<file path="config.mk">
export PLATFORM = sky130hd
export DESIGN_NAME = csr_commit_ctrl
export DESIGN_NICKNAME = d
export VERILOG_FILES = /design/src/rtl/csr_commit_pkg.sv /design/src/rtl/exc_prio_enc.sv /design/src/rtl/csr_commit_ctrl.sv
export SDC_FILE = /design/constraint.sdc
export NUM_CORES = 1
export LEC_CHECK = 0
export BUFFER_PORTS_ARGS = -buffer_cell sky130_fd_sc_hd__buf_2
export CORE_AREA = 2 2 165 167
export CTS_BUF_LIST = sky130_fd_sc_hd__clkbuf_16
export DETAILED_ROUTE_END_ITERATION = 10
export DIE_AREA = 0 0 167 169
export GPL_TIMING_DRIVEN = 0
export HOLD_SLACK_MARGIN = 0.02
export PLACE_DENSITY = 0.49
export SETUP_SLACK_MARGIN = 0.05
export SYNTH_ARGS = -nofsm -noshare
export SYNTH_HDL_FRONTEND = slang
export SYNTH_SLANG_ARGS = --single-unit
</file>
<file path="constraint.sdc">
create_clock -name clk -period 4.7 [get_ports clk]
set_clock_uncertainty 0.1 [all_clocks]
set_input_delay 0.47 -clock clk [delete_from_list [all_inputs] [get_ports clk]]
set_output_delay 0.47 -clock clk [all_outputs]
set_load 0.01 [all_outputs]
</file>
<file path="src/rtl/csr_commit_pkg.sv">
// Shared encodings for the write-back CSR commit controller:
// CSR op codes, exception cause bit positions and FSM states.
package csr_commit_pkg;

    localparam logic [1:0] CSR_OP_NONE = 2'b00;
    localparam logic [1:0] CSR_OP_RD   = 2'b01;
    localparam logic [1:0] CSR_OP_WR   = 2'b10;
    localparam logic [1:0] CSR_OP_XCHG = 2'b11;

    // Bit positions inside csr_exc; a higher index means a higher priority
    localparam int EXC_INT  = 5;
    localparam int EXC_ADEF = 4;
    localparam int EXC_ALE  = 3;
    localparam int EXC_BRK  = 2;
    localparam int EXC_INE  = 1;
    localparam int EXC_SYS  = 0;
    localparam int EXC_W    = 6;

    typedef enum logic {
        ST_IDLE     = 1'b0,
        ST_REDIRECT = 1'b1
    } state_t;

endpackage

</file>
<file path="src/rtl/exc_prio_enc.sv">
// Fixed-priority one-hot encoder for exception causes.
// The most significant requesting bit wins; no request gives all zeros.
module exc_prio_enc
    import csr_commit_pkg::*;
(
    input  logic [EXC_W-1:0] i_req,
    output logic [EXC_W-1:0] o_grant
);

    assign o_grant[EXC_W-1] = i_req[EXC_W-1];

    generate
        for (genvar gi = 0; gi < EXC_W - 1; gi++) begin : g_grant
            assign o_grant[gi] = i_req[gi] & ~(|i_req[EXC_W-1:gi+1]);
        end
    endgenerate

endmodule

</file>
<file path="src/rtl/csr_commit_ctrl.sv">
// Write-back CSR commit controller: issues CSR read/write traffic, exception
// and ertn commit strobes, and holds a redirect handshake toward fetch.
module csr_commit_ctrl
    import csr_commit_pkg::*;
#(
    parameter logic [31:0] RST_PC = 32'h1c000000
) (
    input  logic             clk,
    input  logic             resetn,
    input  logic             wb_valid,
    output logic             wb_ready,
    input  logic [31:0]      wb_pc,
    input  logic [1:0]       wb_csr_op,
    input  logic [13:0]      wb_csr_num,
    input  logic [31:0]      wb_rj_value,
    input  logic [31:0]      wb_rd_value,
    input  logic [4:0]       wb_rd_addr,
    input  logic [4:0]       wb_exc,
    input  logic             wb_ertn,
    output logic             csr_re,
    output logic             csr_we,
    output logic [13:0]      csr_rd_num,
    output logic [13:0]      csr_wr_num,
    output logic [31:0]      csr_wr_mask,
    output logic [31:0]      csr_wr_value,
    output logic [EXC_W-1:0] csr_exc,
    output logic             csr_ertn_flush,
    output logic [31:0]      csr_wb_pc,
    input  logic [31:0]      csr_rd_value,
    input  logic [31:0]      csr_eentry_pc,
    input  logic [31:0]      csr_eertn_pc,
    input  logic             has_int,
    output logic             rf_we,
    output logic [4:0]       rf_waddr,
    output logic [31:0]      rf_wdata,
    output logic             redir_valid,
    input  logic             redir_ready,
    output logic [31:0]      redir_pc,
    output logic             flush
);

    state_t            r_state;
    state_t            w_state_next;
    logic              r_rf_we;
    logic [4:0]        r_rf_waddr;
    logic [31:0]       r_rf_wdata;
    logic [31:0]       r_redir_pc;

    logic              w_accept;
    logic              w_trap;
    logic              w_exc_take;
    logic              w_ertn_take;
    logic              w_csr_acc;
    logic              w_csr_wr;
    logic [EXC_W-1:0]  w_grant;

    assign wb_ready    = (r_state == ST_IDLE);
    assign w_accept    = wb_valid & wb_ready;
    assign w_trap      = has_int | (|wb_exc);
    assign w_exc_take  = w_accept & w_trap;
    // A trap suppresses both the CSR op and ertn of the same instruction
    assign w_ertn_take = w_accept & ~w_trap & wb_ertn;
    assign w_csr_acc   = w_accept & ~w_trap & (wb_csr_op != CSR_OP_NONE);
    assign w_csr_wr    = w_csr_acc & ((wb_csr_op == CSR_OP_WR) | (wb_csr_op == CSR_OP_XCHG));

    exc_prio_enc u_exc_prio_enc (
        .i_req   ({has_int, wb_exc}),
        .o_grant (w_grant)
    );

    assign csr_exc        = w_exc_take ? w_grant : '0;
    assign csr_wb_pc      = w_exc_take ? wb_pc : '0;
    assign csr_ertn_flush = w_ertn_take;
    assign csr_re         = w_csr_acc;
    assign csr_rd_num     = w_csr_acc ? wb_csr_num : '0;
    assign csr_we         = w_csr_wr;
    assign csr_wr_num     = w_csr_wr ? wb_csr_num : '0;
    assign csr_wr_value   = w_csr_wr ? wb_rd_value : '0;
    assign csr_wr_mask    = !w_csr_wr ? '0 :
                            (wb_csr_op == CSR_OP_XCHG) ? wb_rj_value : '1;

    always_ff @(posedge clk or negedge resetn) begin
        if (!resetn) begin
            r_state <= ST_IDLE;
        end else begin
            r_state <= w_state_next;
        end
    end

    always_comb begin
        w_state_next = r_state;
        case (r_state)
            ST_IDLE:     if (w_exc_take | w_ertn_take) w_state_next = ST_REDIRECT;
            ST_REDIRECT: if (redir_ready)              w_state_next = ST_IDLE;
            default:     w_state_next = ST_IDLE;
        endcase
    end

    // The old CSR value is captured in the accept cycle, before the write lands
    always_ff @(posedge clk or negedge resetn) begin
        if (!resetn) begin
            r_rf_we    <= 1'b0;
            r_rf_waddr <= '0;
            r_rf_wdata <= '0;
            r_redir_pc <= RST_PC;
        end else begin
            r_rf_we <= w_csr_acc & (wb_rd_addr != 5'd0);
            if (w_csr_acc) begin
                r_rf_waddr <= wb_rd_addr;
                r_rf_wdata <= csr_rd_value;
            end
            if (w_exc_take) begin
                r_redir_pc <= csr_eentry_pc;
            end else if (w_ertn_take) begin
                r_redir_pc <= csr_eertn_pc;
            end
        end
    end

    assign rf_we       = r_rf_we;
    assign rf_waddr    = r_rf_waddr;
    assign rf_wdata    = r_rf_wdata;
    assign redir_valid = (r_state == ST_REDIRECT);
    assign flush       = redir_valid;
    assign redir_pc    = r_redir_pc;

endmodule

</file>
==> results.md <==
- The synthesis-to-layout area growth is 67.8%.
- STA classifies the critical path endpoint as an output port.
- The clock net in this run drives a total of 71 sinks.
- The worst hold margin is about 0.21 ns.
- In this run the count of I/O pins placed on the die edge is 430.
- On the critical path, the stage with the largest delay is an instance of sky130_fd_sc_hd__nor3_1.
- Summing over every cut layer, the via total after detailed routing is 5141.
- The proportion of netlist area held by the largest area contributor is 39.5%.
- The xor and xnor fraction of the mapped netlist area is 0%.
- Yosys mapped a number of flops with a built-in enable equal to 0.
- The yosys synthesis warning count is 0.
- The power density relative to cell area is 270 nW/µm².
- The number of hold violations in the final report is 0.
- For this block, the initial DRC count from the detailed router was 185.
- The first TritonRoute pass finished after 4 iterations.
- The HPWL after detailed placement is around 19000 µm.
- The simple-gate share of the synthesized area is 19.2%.
- The signal arrival time at the worst endpoint is 3.04 ns.
- In the post-synthesis netlist, the biggest area contributors are sky130_fd_sc_hd__dfrtp_1, sky130_fd_sc_hd__mux2_4, sky130_fd_sc_hd__and2_1, sky130_fd_sc_hd__o221ai_1, sky130_fd_sc_hd__inv_1.
- The H-tree was split into 3 levels.
- The tree is rooted in a sky130_fd_sc_hd__clkbuf_16.
- The total routed wirelength is 22700 µm.
- The timing-limited maximum frequency is ~0.28 GHz.
- Setup repair after global routing left no endpoint under its margin.
- The flow ran to the end, and the final reports show no timing, DRC or antenna violations.
- For the pin with the worst max-slew slack, the measured transition is 0.870 ns.
- The analysis attributes to net switching a power of 0.593 mW.
- The largest voltage drop on the vdd net is 153 µV.
- The later-pin clock latency in the skew report is 0.34 ns.
- The placement row count is 60.
- The required time reported for the critical path endpoint is 4.13 ns.
- For this run, design rule violations remaining after detail routing come to 0.
- Global routing used 15.0% of the available tracks.
- The number of global-route vias before repair is 5168.
- The maximum number of pins on one net before global-route repair is 51.
- The critical path class is input port to output port.
- TritonCTS created 9 clock buffers.
- The number of antenna violations at the first check in global routing is 3.
- In the finished design, the share of the clock period the worst path needs comes to 76.8%.
- Sequential cells were found to cover about two fifths of the synthesized design area.
- The highest cell delay on the worst timing path is ~0.71 ns.
- Dividing the detail-routed wire length by the instance count gives 18.0 µm.
- The kind of cell adding the most delay to the critical path is simple AND/OR/NAND/NOR gates.
- The total negative slack for setup checks is 0 ns.
- The routability congestion estimate is 0.836.
- The floorplan step set the die height to approximately 170 µm.
- Counting flops and latches in the post-synthesis netlist gives 71.
- The leakage component of the power is 4.37 nW.
- Traced cell by cell, the critical path runs through buf_2 -> nor3_1 -> nand4_1 -> inv_1 -> clkbuf_1 -> clkbuf_1 -> and2_1 -> buf_2.
- The switching share of power is between 30 and 40%.
- The proportion of layout cells with a drive suffix above 1 is 53.9%.
- The number of nets with antenna violations after detailed routing is 0.
- The core area is 26500 µm².
- The die boundary width is 167 µm.
- In this run, post-CTS repair resized a total of 0 instances.
- The count of endpoints failing setup in the final report is 0.
- Of the total power, registers draw a little under two fifths.
- After the last flow step, the layout net total stands at between 1000 and 1500.
- The number of max-cap violations is 0.
- The count of pins over their slew limit is 0.
- The worst setup path is launched from an input port.
- The clock tree from TritonCTS is done.
- The distinct cell type count of the synthesized netlist is 31.
- For the finished layout, the period the worst path requires is 3.61 ns.
- The number of buffer and inverter stages on the critical path is 5.
- The die outline area is about 28000 µm².
- Cell internal power was estimated by the tool at approximately 1.4 mW.
- The register clock-pin slew on the reported worst setup and hold paths is 0.07 ns.
- Summing every instance area after synthesis gives 4310 µm².
- The proportion of synthesized area in mux cells is 12.3%.
- For this run, the leading register cell type out of synthesis is sky130_fd_sc_hd__dfrtp_1.
- Summing the areas of all compound-gate instances in the mapped netlist gives 16.3% of the synthesized area.
- The maximum clock path buffer count is 2.
- Per report_power, the clock group accounts for 34.7% of the total.
- The initial core utilization is 16.2%.
- The largest total area in the synthesized netlist belongs to sky130_fd_sc_hd__dfrtp_1.
- The average instance in the mapped netlist occupies 9.22 µm².
- The combinational share of power is 27.1%.
- Along the worst path, the maximum fanout reaches 10.
- After global routing the overflow that remains totals 0.
- Measured against its own limit, the worst slew margin works out to 41.6%.
- The wire length of the first global-routing pass is 31900 µm.
- The adder-cell share of the synthesized area is 0%.
- Counting every instance in the synthesized netlist gives 467.
- The number of nets in the synthesized netlist is 691.
- The tightest min-delay check is of the input port to flip-flop type.
- In the synthesized netlist the async set-or-reset flop fraction comes to 100%.
- By area, the combinational part of the netlist is dominated by simple AND/OR/NAND/NOR gates.
- Buffers placed on the I/O ports in this run total 428.
- In the routed layout, each cell is associated on average with a via count of between 4 and 5.
==> cells in the mapped netlist (3+ instances only) <==
master                      n
sky130_fd_sc_hd__nand2_1   33
sky130_fd_sc_hd__dfrtp_1   68
sky130_fd_sc_hd__o211ai_1  32
sky130_fd_sc_hd__and3_1    34
sky130_fd_sc_hd__and2_1    61
sky130_fd_sc_hd__a21oi_1   32
sky130_fd_sc_hd__nor3_1     4
sky130_fd_sc_hd__buf_6      4
sky130_fd_sc_hd__dfstp_2    3
sky130_fd_sc_hd__mux2_2     7
sky130_fd_sc_hd__inv_1     68
sky130_fd_sc_hd__mux2_4    30
sky130_fd_sc_hd__clkbuf_1  36
sky130_fd_sc_hd__o221ai_1  32
sky130_fd_sc_hd__buf_1      4
==> final timing paths <==
| kind | to | depth (start not counted) | slack [ns] | startpoint |
|---|---|---|---|---|
| hold / removal | flush | 2 | 0.21 | redir_ready |
| setup reg to reg | redir_pc[20] | 6 | 2.11 | flush |
| setup / recovery | csr_wr_value[0] | 8 | 1.09 | wb_exc[3] |
| hold reg to reg | rf_wdata[6] | 1 | 0.40 | rf_wdata[6] |
| min in group asynchronous | redir_pc[12] | 2 | 0.47 | resetn |
| max in group asynchronous | redir_pc[27] | 3 | 3.40 | resetn |
==> final cells by class <==
class | count | area, µm²
fillers | 2964 | 19300
repair buffers | 431 | 2190
multi-input cells | 281 | 2060
flip-flops and latches | 71 | 1780
well taps | 341 | 427
inverters | 68 | 255
clock buffers | 9 | 225
plain buffers | 47 | 213
clock inverters | 7 | 63.8
diodes | 3 | 7.51
==> logic make-up (layout without fill, tap and decap cells) <==
kind of cell | after synthesis | after routing
simple gates | 145 | 145
flops | 71 | 71
mux | 37 | 37
other cells | 0 | 3
compound gates | 99 | 99
buf+inv | 115 | 562
==> registers in the layout, summed over array words and instances, names as in the netlist <==
signal    flops
redir_pc     32
rf_wdata     32
rf_waddr      5
flush         1
rf_we         1
==> metal layers <==
metal	up-vias	global-route usage (%)	share of wire, %
met5	-	0	0
met4	0	4.24	1.2
met3	13	2.85	6.3
met2	250	27.2	51
met1	2397	18.0	41
li1	2481	-	-
==> power groups by stage <==
stage / clock (mW) / sequential, mW / combinational [mW]
after CTS: 0.707 / 0.746 / 0.539
after global placement: 0 / 0.753 / 0.532
after global routing: 0.725 / 0.756 / 0.579
after floorplan: 0 / 0.800 / 0.198
final: 0.678 / 0.745 / 0.529
after detailed placement: 0 / 0.756 / 0.535
==> stage by stage <==
stage	std cells	power, mW	instance area, µm²	worst slack (ns)	util, %
4_1_cts	1255	1.99	7220	1.09	27.2
5_1_grt	1258	2.06	7220	0.865	27.3
6_report	1258	1.95	7220	1.09	27.3
2_1_floorplan	467	0.998	4310	2.11	-
3_5_place_dp	1238	1.29	6920	1.12	26.1
3_3_place_gp	1236	1.28	6870	0.802	25.9
==> cell usage in the layout (no fill, tap or decap), drive strengths merged, types with 33 or more instances in the layout <==
cell | netlist | routed
buf | 11 | 441
mux2 | 37 | 37
and3 | 34 | 34
inv | 68 | 68
clkbuf | 36 | 45
nand2 | 33 | 33
dfrtp | 68 | 68
and2 | 61 | 61
==> repair_timing <==
| item | 4_1_cts | 5_1_grt |
|---|---|---|
| hold buffers | 1 | 0 |
| endpoints found under the hold margin | 20 | 0 |
| setup buffers | 0 | 0 |
==> worst register-to-register path: stages (launching register included) <==
cell and delay, ns:
sky130_fd_sc_hd__dfrtp_1 0.42, sky130_fd_sc_hd__nor2b_1 0.12, sky130_fd_sc_hd__clkbuf_1 0.44, sky130_fd_sc_hd__clkbuf_1 0.57, sky130_fd_sc_hd__clkbuf_1 0.53, sky130_fd_sc_hd__o211ai_1 0.22, sky130_fd_sc_hd__o221ai_1 0.11
Power figures use the tool's default switching activity.
